$ cat config.mk
export PLATFORM = sky130hd
export DESIGN_NAME = aes_block_loader
export DESIGN_NICKNAME = d
export VERILOG_FILES = /design/src/rtl/aes_block_loader.sv
export SDC_FILE = /design/constraint.sdc
export NUM_CORES = 1
export LEC_CHECK = 0
export ABC_AREA = 1
export BUFFER_PORTS_ARGS = -buffer_cell sky130_fd_sc_hd__clkbuf_2
export CAP_MARGIN = 10
export CELL_PAD_IN_SITES_DETAIL_PLACEMENT = 1
export CELL_PAD_IN_SITES_GLOBAL_PLACEMENT = 1
export CORE_AREA = 2 2 263 265
export CTS_CLUSTER_SIZE = 24
export DETAILED_ROUTE_END_ITERATION = 16
export DIE_AREA = 0 0 265 267
export GPL_TIMING_DRIVEN = 0
export PLACE_DENSITY_LB_ADDON = 0.1
export SETUP_SLACK_MARGIN = 0.2
export SLEW_MARGIN = 20
export SYNTH_ARGS = -nofsm -noshare
export SYNTH_HDL_FRONTEND = slang
export SYNTH_SLANG_ARGS = --single-unit
$ cat constraint.sdc
create_clock -name AES_clk -period 2.5 [get_ports AES_clk]
set_input_delay 0.5 -clock AES_clk [delete_from_list [all_inputs] [get_ports AES_clk]]
set_output_delay 0.5 -clock AES_clk [all_outputs]
set_load 0.1 [all_outputs]
$ cat src/rtl/aes_block_loader.sv
// Feeds the AES core: packs 4x32b words into a block, holds en until the core answers,
// and hands the ciphertext downstream. Define AES_LOADER_CBC_EN for CBC chaining (iv_in/iv_load).
module aes_block_loader #(
  parameter int TIMEOUT_CYC = 255,
  parameter int MIN_GAP     = 2
) (
  input  logic         AES_clk,
  input  logic         AES_rst_n,
  input  logic         in_valid,
  output logic         in_ready,
  input  logic [31:0]  in_data,
  input  logic [127:0] key_in,
  output logic         core_en,
  output logic [127:0] core_data,
  output logic [127:0] core_key,
  input  logic         core_valid,
  input  logic [127:0] core_result,
  output logic         out_valid,
  input  logic         out_ready,
  output logic [127:0] out_data,
`ifdef AES_LOADER_CBC_EN
  input  logic [127:0] iv_in,
  input  logic         iv_load,
`endif
  output logic         busy,
  output logic         timeout_err,
  input  logic         err_clr
);
  typedef enum logic [2:0] {FILL, ISSUE, WAIT, OUT, GAP} state_t;

  localparam logic [15:0] TO_LIM   = 16'(TIMEOUT_CYC);
  localparam logic [3:0]  GAP_LAST = 4'(MIN_GAP - 1);

  state_t       state;
  logic [1:0]   wcnt;
  logic [127:0] blk, blk_nxt, issue_data;
  logic [15:0]  tcnt;
  logic [3:0]   gcnt;

  // first word of a block lands in the top lane
  always_comb begin
    blk_nxt = blk;
    unique case (wcnt)
      2'd0: blk_nxt[127:96] = in_data;
      2'd1: blk_nxt[95:64]  = in_data;
      2'd2: blk_nxt[63:32]  = in_data;
      default: blk_nxt[31:0] = in_data;
    endcase
  end

`ifdef AES_LOADER_CBC_EN
  logic [127:0] chain;
  assign issue_data = blk_nxt ^ chain;

  always_ff @(posedge AES_clk or negedge AES_rst_n) begin
    if (!AES_rst_n)                     chain <= '0;
    else if (state == FILL && iv_load)  chain <= iv_in;
    else if (state == WAIT && core_valid) chain <= core_result;
  end
`else
  assign issue_data = blk_nxt;
`endif

  always_ff @(posedge AES_clk or negedge AES_rst_n) begin
    if (!AES_rst_n) begin
      state       <= FILL;
      wcnt        <= '0;
      blk         <= '0;
      tcnt        <= '0;
      gcnt        <= '0;
      in_ready    <= 1'b1;
      core_en     <= 1'b0;
      core_data   <= '0;
      core_key    <= '0;
      out_valid   <= 1'b0;
      out_data    <= '0;
      busy        <= 1'b0;
      timeout_err <= 1'b0;
    end else begin
      // a timeout set below overrides this clear
      if (err_clr) timeout_err <= 1'b0;
      unique case (state)
        FILL: if (in_valid) begin
          blk  <= blk_nxt;
          wcnt <= wcnt + 2'd1;
          if (wcnt == 2'd3) begin
            core_data <= issue_data;
            core_key  <= key_in;
            core_en   <= 1'b1;
            in_ready  <= 1'b0;
            busy      <= 1'b1;
            state     <= ISSUE;
          end
        end
        ISSUE: begin
          tcnt  <= '0;
          state <= WAIT;
        end
        WAIT: begin
          if (core_valid) begin
            out_data  <= core_result;
            out_valid <= 1'b1;
            core_en   <= 1'b0;
            state     <= OUT;
          end else if (tcnt + 16'd1 == TO_LIM) begin
            core_en     <= 1'b0;
            timeout_err <= 1'b1;
            gcnt        <= '0;
            state       <= GAP;
          end else begin
            tcnt <= tcnt + 16'd1;
          end
        end
        OUT: if (out_ready) begin
          out_valid <= 1'b0;
          gcnt      <= '0;
          state     <= GAP;
        end
        GAP: begin
          if (gcnt == GAP_LAST) begin
            wcnt     <= '0;
            in_ready <= 1'b1;
            busy     <= 1'b0;
            state    <= FILL;
          end else begin
            gcnt <= gcnt + 4'd1;
          end
        end
        default: state <= FILL;
      endcase
    end
  end
endmodule

# Word level (Yosys, flattened, before mapping)
# Cells that the tools add are included.
# op_classes
n_eq_ne	19
n_mux	40
n_addsub	3
n_reduce_logical	18
# ops
cell	count
2-to-1 mux 32 bit	4
2-to-1 mux 16 bit	2
case mux 16 bit (2 select lines)	1
2-to-1 mux 3 bit	6
!= test 2 bit (second input constant)	9
adder 16 x 1 -> 16 bit (second input constant)	1
equality test 16 x 8 -> 1 bit (second input constant)	1
2-to-1 mux 4 bit	4
case mux 3 bit (5 select lines)	1
2-to-1 mux 1 bit	14
case mux 4 bit (3 select lines)	1
AND reduction 3 bit	4
AND reduction 5 bit	2
case mux 1 bit (2 select lines)	4
AND reduction 4 bit	2
nonzero test 2 bit	4
equality test 3 x 2 -> 1 bit (second input constant)	2
adder 4 x 1 -> 4 bit (second input constant)	1
equality test 2 bit (second input constant)	2
equality test 4 x 1 -> 1 bit (second input constant)	1
2-to-1 mux 2 bit	2
case mux 2 bit (2 select lines)	1
AND reduction 2 bit	2
equality test 3 x 1 -> 1 bit (second input constant)	1
other kinds (8)	8
# word_totals
ff_bits	542
word_cells	93
in_bits	294
out_inout_bits	389

# Longest topological paths before layout
# Gate-level depths: netlist of the first run.
# logic_depth
depth_word	5
depth_mapped	14
mapped_depth_nobuf	14

# Worst setup path before layout of the first run
# No wires, ideal clock.
# synth_timing
path_kind	reg2reg
startpoint	register tcnt[1]
endpoint	register tcnt[10]
required_ns	2.382
setup_time_ns	0.118
arrival_ns	1.712
slack_ns	0.670
path_stages_with_launch	14
period_less_slack_ns	1.830
path_buffers	1
cell_sequence	dfrtp_1 > ha_1 > nand2_2 > nor2_4 > nand2_1 > nor2_1 > nand2_1 > nand2_1 > nand2_1 > nor2_2 > nand2_4 > buf_2 > nand4_1 > nand2_1
# synth_via
elab_chain_cells	4
elab_cells_between_ends	7
classes_between	1 x add/sub; 2 x eq/ne; 3 x mux; 1 x reduce/logical
# synth_lines
item	line	rtl
start, declared	37	logic [15:0] tcnt;
start signal, assigned	111	tcnt <= tcnt + 16'd1;
adder 16 x 1 -> 16 bit (*)	105, 111	
equality test 16 x 8 -> 1 bit / 2-to-1 mux 16 bit (equally long branches)	105	end else if (tcnt + 16'd1 == TO_LIM) begin
!= test 2 bit (no line) / 2-to-1 mux 16 bit (equally long branches)	--	
AND reduction 3 bit (no line) / case mux 16 bit (2 select lines) (equally long branches)	--	
# Every way passes the cells marked *; elsewhere a longest branch is shown, timed or not. The select of a mux whose other input is x is not followed.
# A chain may end at the register's enable or synchronous reset.

# Final worst setup path of the first run
# layout_timing
startpoint	register tcnt[0]
endpoint	register tcnt[12]
# The elaborated chain is that of the path after synthesis.

==> results by group, run 1 <==
Global route
  • Vias in the first global route: 21114
  • Total grt overflow: 0
  • First-pass GRT wire length: 128000 um
  • GRT Overall Usage: 0.238
  • Initial antenna violation count: 14
  • Largest net degree at the start of global routing: 86

Timing
  • Final Hold Viols: 0
  • Hold WS: 0.0597 ns
  • Slew @ Worst Pin: 0.883 ns
  • Final setup fails: 0
  • RSZ-0062 raised after global routing: true
  • Tcrit/Tclk final: 0.855
  • Skew final: 0.0210 ns
  • Relative slew slack: 0.411
  • Fmax: 468 MHz
  • Max-slew violations: 0
  • Fin crit period: between 2 and 2.5 ns

Die
  • I/O Pins: 683
  • Rows: 96
  • Die span in x: 265 um
  • Initial Utilization: 0.307
  • Die height: 267 um
  • Die Area: 0.0708 mm2
  • Core Area: 0.0680 mm2

Logic synthesis
  • Synth Flop Type: dfrtp_1
  • Share of the synthesized area in the top cell type: 0.610
  • Post-synthesis sequential area ratio: 0.611
  • Largest area contributor in the netlist: dfrtp_1
  • Ys Warns: 0
  • Synth Register Bits: 510
  • Average footprint of a synthesized cell: 8.32 um2
  • Most common library cells after synthesis: 1323 x nand2_1, 509 x dfrtp_1, 199 x o21ai_0, 162 x inv_1, 97 x clkbuf_1
  • Post-synth cell types: 27
  • Mapped Cells: 2511
  • EDFF count, synth: 0
  • Top post-synthesis cells by area: dfrtp_1 61%, nand2_1 24%, o21ai_0 4.8%
  • Most frequent cell after synthesis: nand2_1
  • Fraction of registers with async set/reset: 1.00
  • Syn_nets: 2813
  • Synth Cell Area: around 0.021 mm2

Finish
  • Multi-input gate area: 0.00701 mm2
  • Register Area: 0.0128 mm2
  • Fillcell total: 8307
  • # nets final: roughly 3600
  • Fin cells: 4201
  • Area Overhead vs Synth: 33.2%
  • Layout cells sized above 1: 0.267

CTS
  • Worst skew pair latency: 0.63 ns
  • H-tree lvl count: 2
  • CTS sink count: 510
  • Clock Path Buffers: 3
  • Reg clk slew, reported paths: 0.06 ns
  • Clk root buf: clkbuf_16
  • CTS tree: yes
  • CTS Buf Count: 60

Route
  • Via density: approximately 4.6
  • Routed wire per std cell: between 20 and 25 um
  • DR vias: 19484
  • DRT iter0 DRCs: 931
  • DR DRC count: 0
  • Final antenna-violating net count: 0
  • Router iterations before antenna repair: 5
  • Total routed wirelength: 85600 um

Setup path
  • Crit Path Class: flop to flop
  • Most frequent CP cell: nand2_1
  • Reg2Reg Setup Slack: approximately 0.36 ns
  • Startpoint Class: flop
  • Crit path max-delay cell type: dfrtp_1
  • CP Max Fanout: 10
  • Critical path arrival: ~2.6 ns
  • Critical Path RT: 3.00 ns
  • Crit path largest cell delay: slightly above 0.4 ns
  • Critical-path cell list: ha_2 -> nand2_2 -> nor2_4 -> nand3_1 -> nand2_1 -> nand2_1 -> nor2_1 -> nand2_2 -> nor2_4 -> nand2_4 -> clkbuf_4 -> nand3_1 -> nand2_1
  • Crit. End Element: flop

Place
  • Gpl congestion: 0.861
  • Port Buf Inserts: 682
  • DP HPWL: ~67000 um
  • Placed insts: 4081

Run
  • Max-cap check violation count: 0

Min path
  • Hold crit path type: primary input to flop

Run status
  • Outcome: finished, final reports clean
[layer usage]
| metal | GRT usage | share of wire | vias up |
|---|---|---|---|
| li1 | - | - | 9196 |
| met1 | 0.274 | 0.39 | 9623 |
| met2 | 0.423 | 0.51 | 486 |
| met3 | 0.0639 | 0.061 | 165 |
| met4 | 0.0875 | 0.038 | 14 |
| met5 | 0 | 0.0010 | - |
[worst max-delay path: cells and delay by family, from the launching register on]
family	cells	cell delay, ns
AND/OR/NAND/NOR	11	1.16
flip-flops	1	0.41
buffers and inverters	1	0.22
adder cells (fa/ha/maj)	1	0.22
[placed cells by master, fill, tap and decap left out, types with 2 or more instances in the layout]
master / instances
a21oi_1: 33
buf_1: 2
buf_16: 6
buf_2: 25
buf_4: 11
bufinv_16: 5
clkbuf_1: 72
clkbuf_16: 61
clkbuf_2: 712
clkbuf_4: 6
clkbuf_8: 21
clkinv_2: 4
dfrtp_1: 509
diode_2: 6
ha_1: 7
inv_1: 161
inv_6: 3
nand2_1: 1321
nand2_2: 9
nand2_4: 3
nand3_1: 43
nand3b_1: 4
nand4_1: 12
nor2_1: 57
nor2_2: 3
nor2_4: 7
nor3_1: 2
o21ai_0: 199
xnor2_1: 2
[sequential cells by signal, indices dropped and copies added, names as in the netlist]
register	flops
core_data	128
core_key	128
out_data	128
blk	96
tcnt	16
gcnt	4
state	3
wcnt	2
busy	1
core_en	1
in_ready	1
out_valid	1
timeout_err	1
[what timing repair did]
item	4_1_cts	5_1_grt
endpoints found under the hold margin	31	0
setup endpoints to repair	419	418
gates resized for setup	25	53
pin swaps	0	6
hold buffers	1	0
cloned	0	1
buffers inserted	0	9
[cell type report]
type / instances / area share
plain buffers: 131 / 0.0219
clock buffers: 90 / 0.0660
clock inverters: 13 / 0.00742
inverters: 164 / 0.0223
flip-flops and latches: 510 / 0.459
well taps: 882 / 0.0397
diodes: 6 / 0.000539
multi-input cells: 1707 / 0.252
repair buffers: 698 / 0.132
[path summary, 6_finish.rpt]
check / cells after the start / from / to
max: 13 / tcnt[0] / tcnt[12]
min: 2 / err_clr / timeout_err
max reg2reg: 13 / tcnt[0] / tcnt[12]
min reg2reg: 2 / in_ready / in_ready
max in group asynchronous: 5 / AES_rst_n / core_key[67]
min in group asynchronous: 2 / AES_rst_n / core_data[70]
[stage by stage]
stage / utilization / cell area [um2] / setup slack, ns / setup TNS, ns
after floorplan: - / 20900 / 0.670 / 0
after global placement: 0.374 / 25400 / -11.49 / -5848.60
after detailed placement: 0.376 / 25600 / -0.438 / -57.07
after CTS: 0.407 / 27700 / 0.128 / 0
after global routing: 0.409 / 27800 / 0.184 / 0
final: 0.409 / 27800 / 0.364 / 0
[logic make-up after synthesis]
family | synth area share
AOI/OAI and AO/OA | 0.0562
and+or+nand+nor | 0.272
adders and majority gates | 0.00479
DFF | 0.611
buffers and inverters | 0.0553
xor gates and xnor gates | 0.000839
Power of run 1 is not shown: default switching activity piles up to over one toggle a cycle in this logic, so the estimate is an artifact.
==> run 2, diff against run 1 <==
CORE_AREA = 2 2 264 266   (was 2 2 263 265)
DIE_AREA = 0 0 266 268   (was 0 0 265 267)
HOLD_SLACK_MARGIN = 0.1   (was unset)
clock period = 2.6 ns   (was 2.5 ns; I/O delays follow)
==> results by group, run 2 (synthesized netlist as in run 1, its figures left out) <==
Finish
  • Commonest non-fill, non-tap cells in the layout: 1322 x nand2_1, 703 x clkbuf_2, 509 x dfrtp_1
  • Biggest registers after layout: core_data x128, core_key x128, out_data x128
  • Commonest non-fill, non-tap cell in the layout: nand2_1
  • Fin cells: 4429 (+5.4%)
  • Final Core Density: 0.439 (+0.0296)
  • # nets final: 3794 (+6.2%)
  • Layout cells sized above 1: 0.244 (-0.0229)
  • Area Overhead vs Synth: 43.4%

Setup path
  • CP Max Fanout: 10 (unchanged)
  • Critical Path RT: 3.09 ns (+0.09 ns)
  • Critical path arrival: 2.75 ns (+0.12 ns)
  • Startpoint Class: flop
  • Crit Path Class: flop to flop
  • Reg-to-Reg Start: tcnt[0]
  • Crit. End Element: flop
  • RR Endpoint: tcnt[14]
  • Reg2Reg Setup Slack: 0.35 ns (-0.02 ns)
  • FF-to-FF path depth: 13 (unchanged)

Timing
  • Skew final: 0.0181 ns (-0.00293 ns)
  • Final TNS setup: 0 ns (unchanged)
  • Max-slew violations: 0 (unchanged)
  • Fmax: 444 MHz (-5.2%)
  • Final setup fails: 0 (unchanged)
  • Slew @ Worst Pin: 0.763 ns (-0.120 ns)
  • Final Hold Viols: 0 (unchanged)
  • Hold WS: 0.119 ns (+0.0592 ns)
  • RSZ-0062 raised after global routing: true
  • Fin crit period: 2.25 ns (+0.118 ns)
  • Relative slew slack: 0.491 (+0.0801)
  • Tcrit/Tclk final: 0.867 (+0.0124)

Min path
  • Hold crit path type: primary input to flop
  • Min-delay src: key_in[46]
  • Hold Path Depth: 3 (+1)
  • WHS Endpoint: core_key[46]

Route
  • Router iterations before antenna repair: 5 (unchanged)
  • Final antenna-violating net count: 0 (unchanged)
  • DR vias: 20488 (+5.2%)
  • Via density: 4.63 (-0.26%)
  • DR DRC count: 0 (unchanged)
  • Routed wire per std cell: 20.2 um (-1.1%)
  • DRT iter0 DRCs: 961 (+3.2%)
  • Total routed wirelength: 89300 um (+4.2%)

Die
  • Core Area: 0.0682 mm2 (+0.35%)
  • I/O Pins: 683 (unchanged)
  • Die height: 268 um (+0.37%)
  • Die span in x: 266 um (+0.38%)
  • Rows: 96 (unchanged)
  • Initial Utilization: 0.306 (-0.00108)
  • Die Area: 0.0713 mm2 (+0.75%)

Global route
  • Vias in the first global route: 22673 (+7.4%)
  • First-pass GRT wire length: 136000 um (+5.8%)
  • GRT Overall Usage: 0.247 (+0.00945)
  • Initial antenna violation count: 8 (-6)
  • Largest net degree at the start of global routing: 88 (+2.3%)
  • Total grt overflow: 0 (unchanged)

Run
  • Max-cap check violation count: 0 (unchanged)

CTS
  • Clock Path Buffers: 3 (unchanged)
  • Reg clk slew, reported paths: 0.06 ns (about the same)
  • CTS sink count: 510 (unchanged)
  • Worst skew pair latency: 0.62 ns (about the same)
  • H-tree lvl count: 2 (unchanged)
  • CTS tree: yes
  • Clk root buf: clkbuf_16
  • CTS Buf Count: 59 (-1.7%)

Place
  • DP HPWL: 67500 um (+0.59%)
  • Gpl congestion: 0.861 (about the same)
  • Port Buf Inserts: 682 (unchanged)
  • Placed insts: 4082 (+0.025%)

Run status
  • Outcome: finished, final reports clean
-- run 2: cell count changes in the layout (fill, tap and decap cells not counted), sizes merged --
cell	previous run	this run
diode	6	9
bufinv	5	3
nand2	1334	1333
buf	46	39
dlygate4sd3	1	230
clkbuf	872	871
clkinv	5	12
-- run 2: layer usage --
metal | vias to the layer above | track usage | share of wire
met1 | 10149 | 0.286 | 0.39
met3 | 181 | 0.0575 | 0.055
met4 | 6 | 0.104 | 0.045
met2 | 523 | 0.440 | 0.51
met5 | - | 0 | 0.00044
li1 | 9629 | - | -
-- run 2: worst max-delay path, cell delays in order, from the launching register on --
cell and delay [ns]:
dfrtp_1 0.45, ha_4 0.18, nand2_2 0.09, nor2_4 0.18
nand2_1 0.08, nand2_1 0.08, nand3_1 0.10, nor2_1 0.13
nand2_1 0.09, nor2_2 0.19, nand2_4 0.16, buf_2 0.23
nand3_1 0.09, nand2_1 0.06
-- run 2: cell type report --
cell class	instances	area, um2
buffer	131	582
clock inverter	18	179
antenna	9	22.5
timing repair buffer	920	5920
clock buffer	89	1760
multi-input combinational	1706	7000
sequential	510	12800
fill	8256	38300
tap	882	1100
inverter	164	621
-- run 2: repair_timing --
action / in CTS / in global routing
setup buffers: 0 / 1
hold endpoints to repair: 247 / 0
setup endpoints to repair: 402 / 375
gates resized for setup: 17 / 32
pin swaps: 0 / 2
hold buffers: 230 / 0
-- run 2: metrics by stage --
| step | worst slack, ns | cell area [um2] |
|---|---|---|
| after detailed placement | -0.297 | 25600 |
| after floorplan | 0.770 | 20900 |
| after global placement | -11.51 | 25400 |
| final | 0.346 | 30000 |
| after global routing | 0.178 | 29900 |
| after CTS | 0.173 | 29900 |
-- run 2: how the worst max path moves through the flow --
stage                     startpoint            to  slack [ns]  depth (start not counted)
after global routing        state[0]  core_key[39]        0.18                         11
after global placement     AES_rst_n  core_key[55]      -11.51                          1
final                        tcnt[0]      tcnt[14]        0.35                         13
after detailed placement    state[0]  core_key[72]       -0.30                         11
after CTS                   state[0]  core_key[56]        0.17                         11
after floorplan              tcnt[1]      tcnt[10]        0.77                         13
Power of run 2 is left out for the same reason.
==> run 3, diff against run 2 <==
BUFFER_PORTS_ARGS = unset   (was -buffer_cell sky130_fd_sc_hd__clkbuf_2)
CORE_AREA = 2 2 268 270   (was 2 2 264 266)
DIE_AREA = 0 0 270 272   (was 0 0 266 268)
DONT_BUFFER_PORTS = 1   (was unset)
GPL_TIMING_DRIVEN = unset   (was 0)
==> results by group, run 3 (synthesized netlist as in run 1, its figures left out) <==
Run status
  • Outcome: complete, but fails checks
  • Failing checks: hold timing, slew limit

Finish
  • Commonest non-fill, non-tap cells in the layout: 1322 x nand2_1, 509 x dfrtp_1, 285 x dlygate4sd3_1
  • Area Overhead vs Synth: 34.1%
  • Final Core Density: 0.396 (-0.0430)
  • Commonest non-fill, non-tap cell in the layout: nand2_1
  • Fillcell total: 8329 (+0.88%)
  • Biggest registers after layout: core_data x128, core_key x128, out_data x128
  • Layout cells sized above 1: 0.108 (-0.136)
  • # nets final: 3234 (-15%)

Timing
  • Fin crit period: 2.18 ns (-0.0690 ns)
  • Final Hold Viols: 267 (+267)
  • Final setup fails: 0 (unchanged)
  • Fmax: 458 MHz (+3.2%)
  • Skew final: 0.0244 ns (+0.00627 ns)
  • Tcrit/Tclk final: 0.840 (-0.0265)
  • Hold WS: -0.385 ns (-0.504 ns)
  • RSZ-0062 raised after global routing: false
  • Final TNS setup: 0 ns (unchanged)
  • Relative slew slack: -0.704 (-1.20)
  • Max-slew violations: 353 (+353)
  • Slew @ Worst Pin: 2.56 ns (+1.79 ns)

Setup path
  • Most frequent CP cell: nand2_1
  • Startpoint Class: flop
  • Reg2Reg Setup Slack: 0.42 ns (+0.07 ns)
  • Critical Path RT: 3.09 ns (about the same)
  • Crit path max-delay cell type: dfrtp_1
  • RR Endpoint: core_key[32]
  • Kind of cell adding the most delay to the critical path: buffers and inverters
  • WP buf/inv: 4 (+3)
  • CP Max Fanout: 83 (+73)
  • Critical-path cell list: nor2_1 -> inv_1 -> nor2_1 -> nand2_1 -> inv_6 -> nand2_4 -> buf_16 -> buf_12 -> nand2_1 -> nand2_1
  • Crit path largest cell delay: 0.40 ns (-0.05 ns)
  • Critical path arrival: 2.67 ns (-0.08 ns)
  • Crit Path Class: flop to flop
  • FF-to-FF path depth: 10 (-3)
  • CP Depth: 10 (-3)
  • Reg-to-Reg Start: state[0]
  • Crit. End Element: flop

Run
  • Max-cap check violation count: 0 (unchanged)

Place
  • DP HPWL: 54400 um (-19%)
  • Gpl congestion: 0.848 (-1.5%)
  • Port Buf Inserts: 0 (-100%)

Die
  • Die height: 272 um (+1.5%)
  • Die Area: 0.0734 mm2 (+3.0%)
  • Initial Utilization: 0.295 (-0.0109)
  • Die span in x: 270 um (+1.5%)
  • Core Area: 0.0708 mm2 (+3.7%)
  • Rows: 98 (+2.1%)
  • I/O Pins: 683 (unchanged)

Global route
  • Largest net degree at the start of global routing: 511 (+480%)
  • GRT Overall Usage: 0.212 (-0.0352)
  • Vias in the first global route: 19349 (-15%)
  • Initial antenna violation count: 7 (-1)
  • First-pass GRT wire length: 121000 um (-11%)
  • Total grt overflow: 0 (unchanged)

Route
  • Router iterations before antenna repair: 5 (unchanged)
  • Routed wire per std cell: 20.4 um (+0.96%)
  • Total routed wirelength: 80000 um (-10%)
  • DR vias: 18145 (-11%)
  • Final antenna-violating net count: 0 (unchanged)
  • DRT iter0 DRCs: 1058 (+10%)
  • DR DRC count: 0 (unchanged)
  • Via density: 4.62 (-0.17%)

CTS
  • Clk root buf: clkbuf_16
  • H-tree lvl count: 2 (unchanged)
  • Worst skew pair latency: 0.63 ns (about the same)
  • Clock Path Buffers: 3 (unchanged)
  • CTS tree: yes
  • CTS sink count: 510 (unchanged)
  • Reg clk slew, reported paths: 0.06 ns (about the same)
  • Hold buffers post-CTS: 285 (+24%)
  • CTS Buf Count: 59 (unchanged)

Min path
  • Hold crit path type: primary input to async pin
-- run 3: what timing repair did --
| item | 4_1_cts | 5_1_grt |
|---|---|---|
| resized for setup | 0 | 1 |
| buffers inserted | 0 | 2 |
| endpoints found under the setup margin | 0 | 33 |
| hold endpoints to repair | 796 | 510 |
-- run 3: how the worst max path moves through the flow --
stage,start,end,slack [ns]
detailed placement,tcnt[1],gcnt[2],0.38
global route,tcnt[1],gcnt[2],0.21
finish,state[0],core_key[32],0.42
global placement,state[0],core_key[41],0.47
CTS,tcnt[1],gcnt[2],0.37
floorplan,tcnt[1],tcnt[10],0.77
-- run 3: area by class of cell --
cell class                      instances  area (um2)  area share
Sequential cell                       510       12800       0.456
Multi-Input combinational cell       1706        6990       0.250
Timing Repair Buffer                  491        4550       0.162
Clock buffer                           93        1750      0.0626
Tap cell                              950        1190      0.0424
Inverter                              164         631      0.0225
Clock inverter                         13         133     0.00473
Antenna cell                            2        5.00    0.000179
-- run 3: metal layers --
| metal | global-route usage | share of wire |
|---|---|---|
| met1 | 0.260 | 0.41 |
| met2 | 0.363 | 0.49 |
| met3 | 0.0573 | 0.064 |
| met4 | 0.0699 | 0.033 |
| met5 | 0 | 0.00038 |
-- run 3: stage by stage --
| step | std cells | cell area, um2 | setup WS [ns] |
|---|---|---|---|
| global placement | 3533 | 23200 | 0.470 |
| global route | 3929 | 28000 | 0.209 |
| finish | 3929 | 28000 | 0.415 |
| CTS | 3924 | 28000 | 0.368 |
| detailed placement | 3533 | 23200 | 0.380 |
| floorplan | 2511 | 20900 | 0.770 |
Power of run 3 is left out for the same reason.
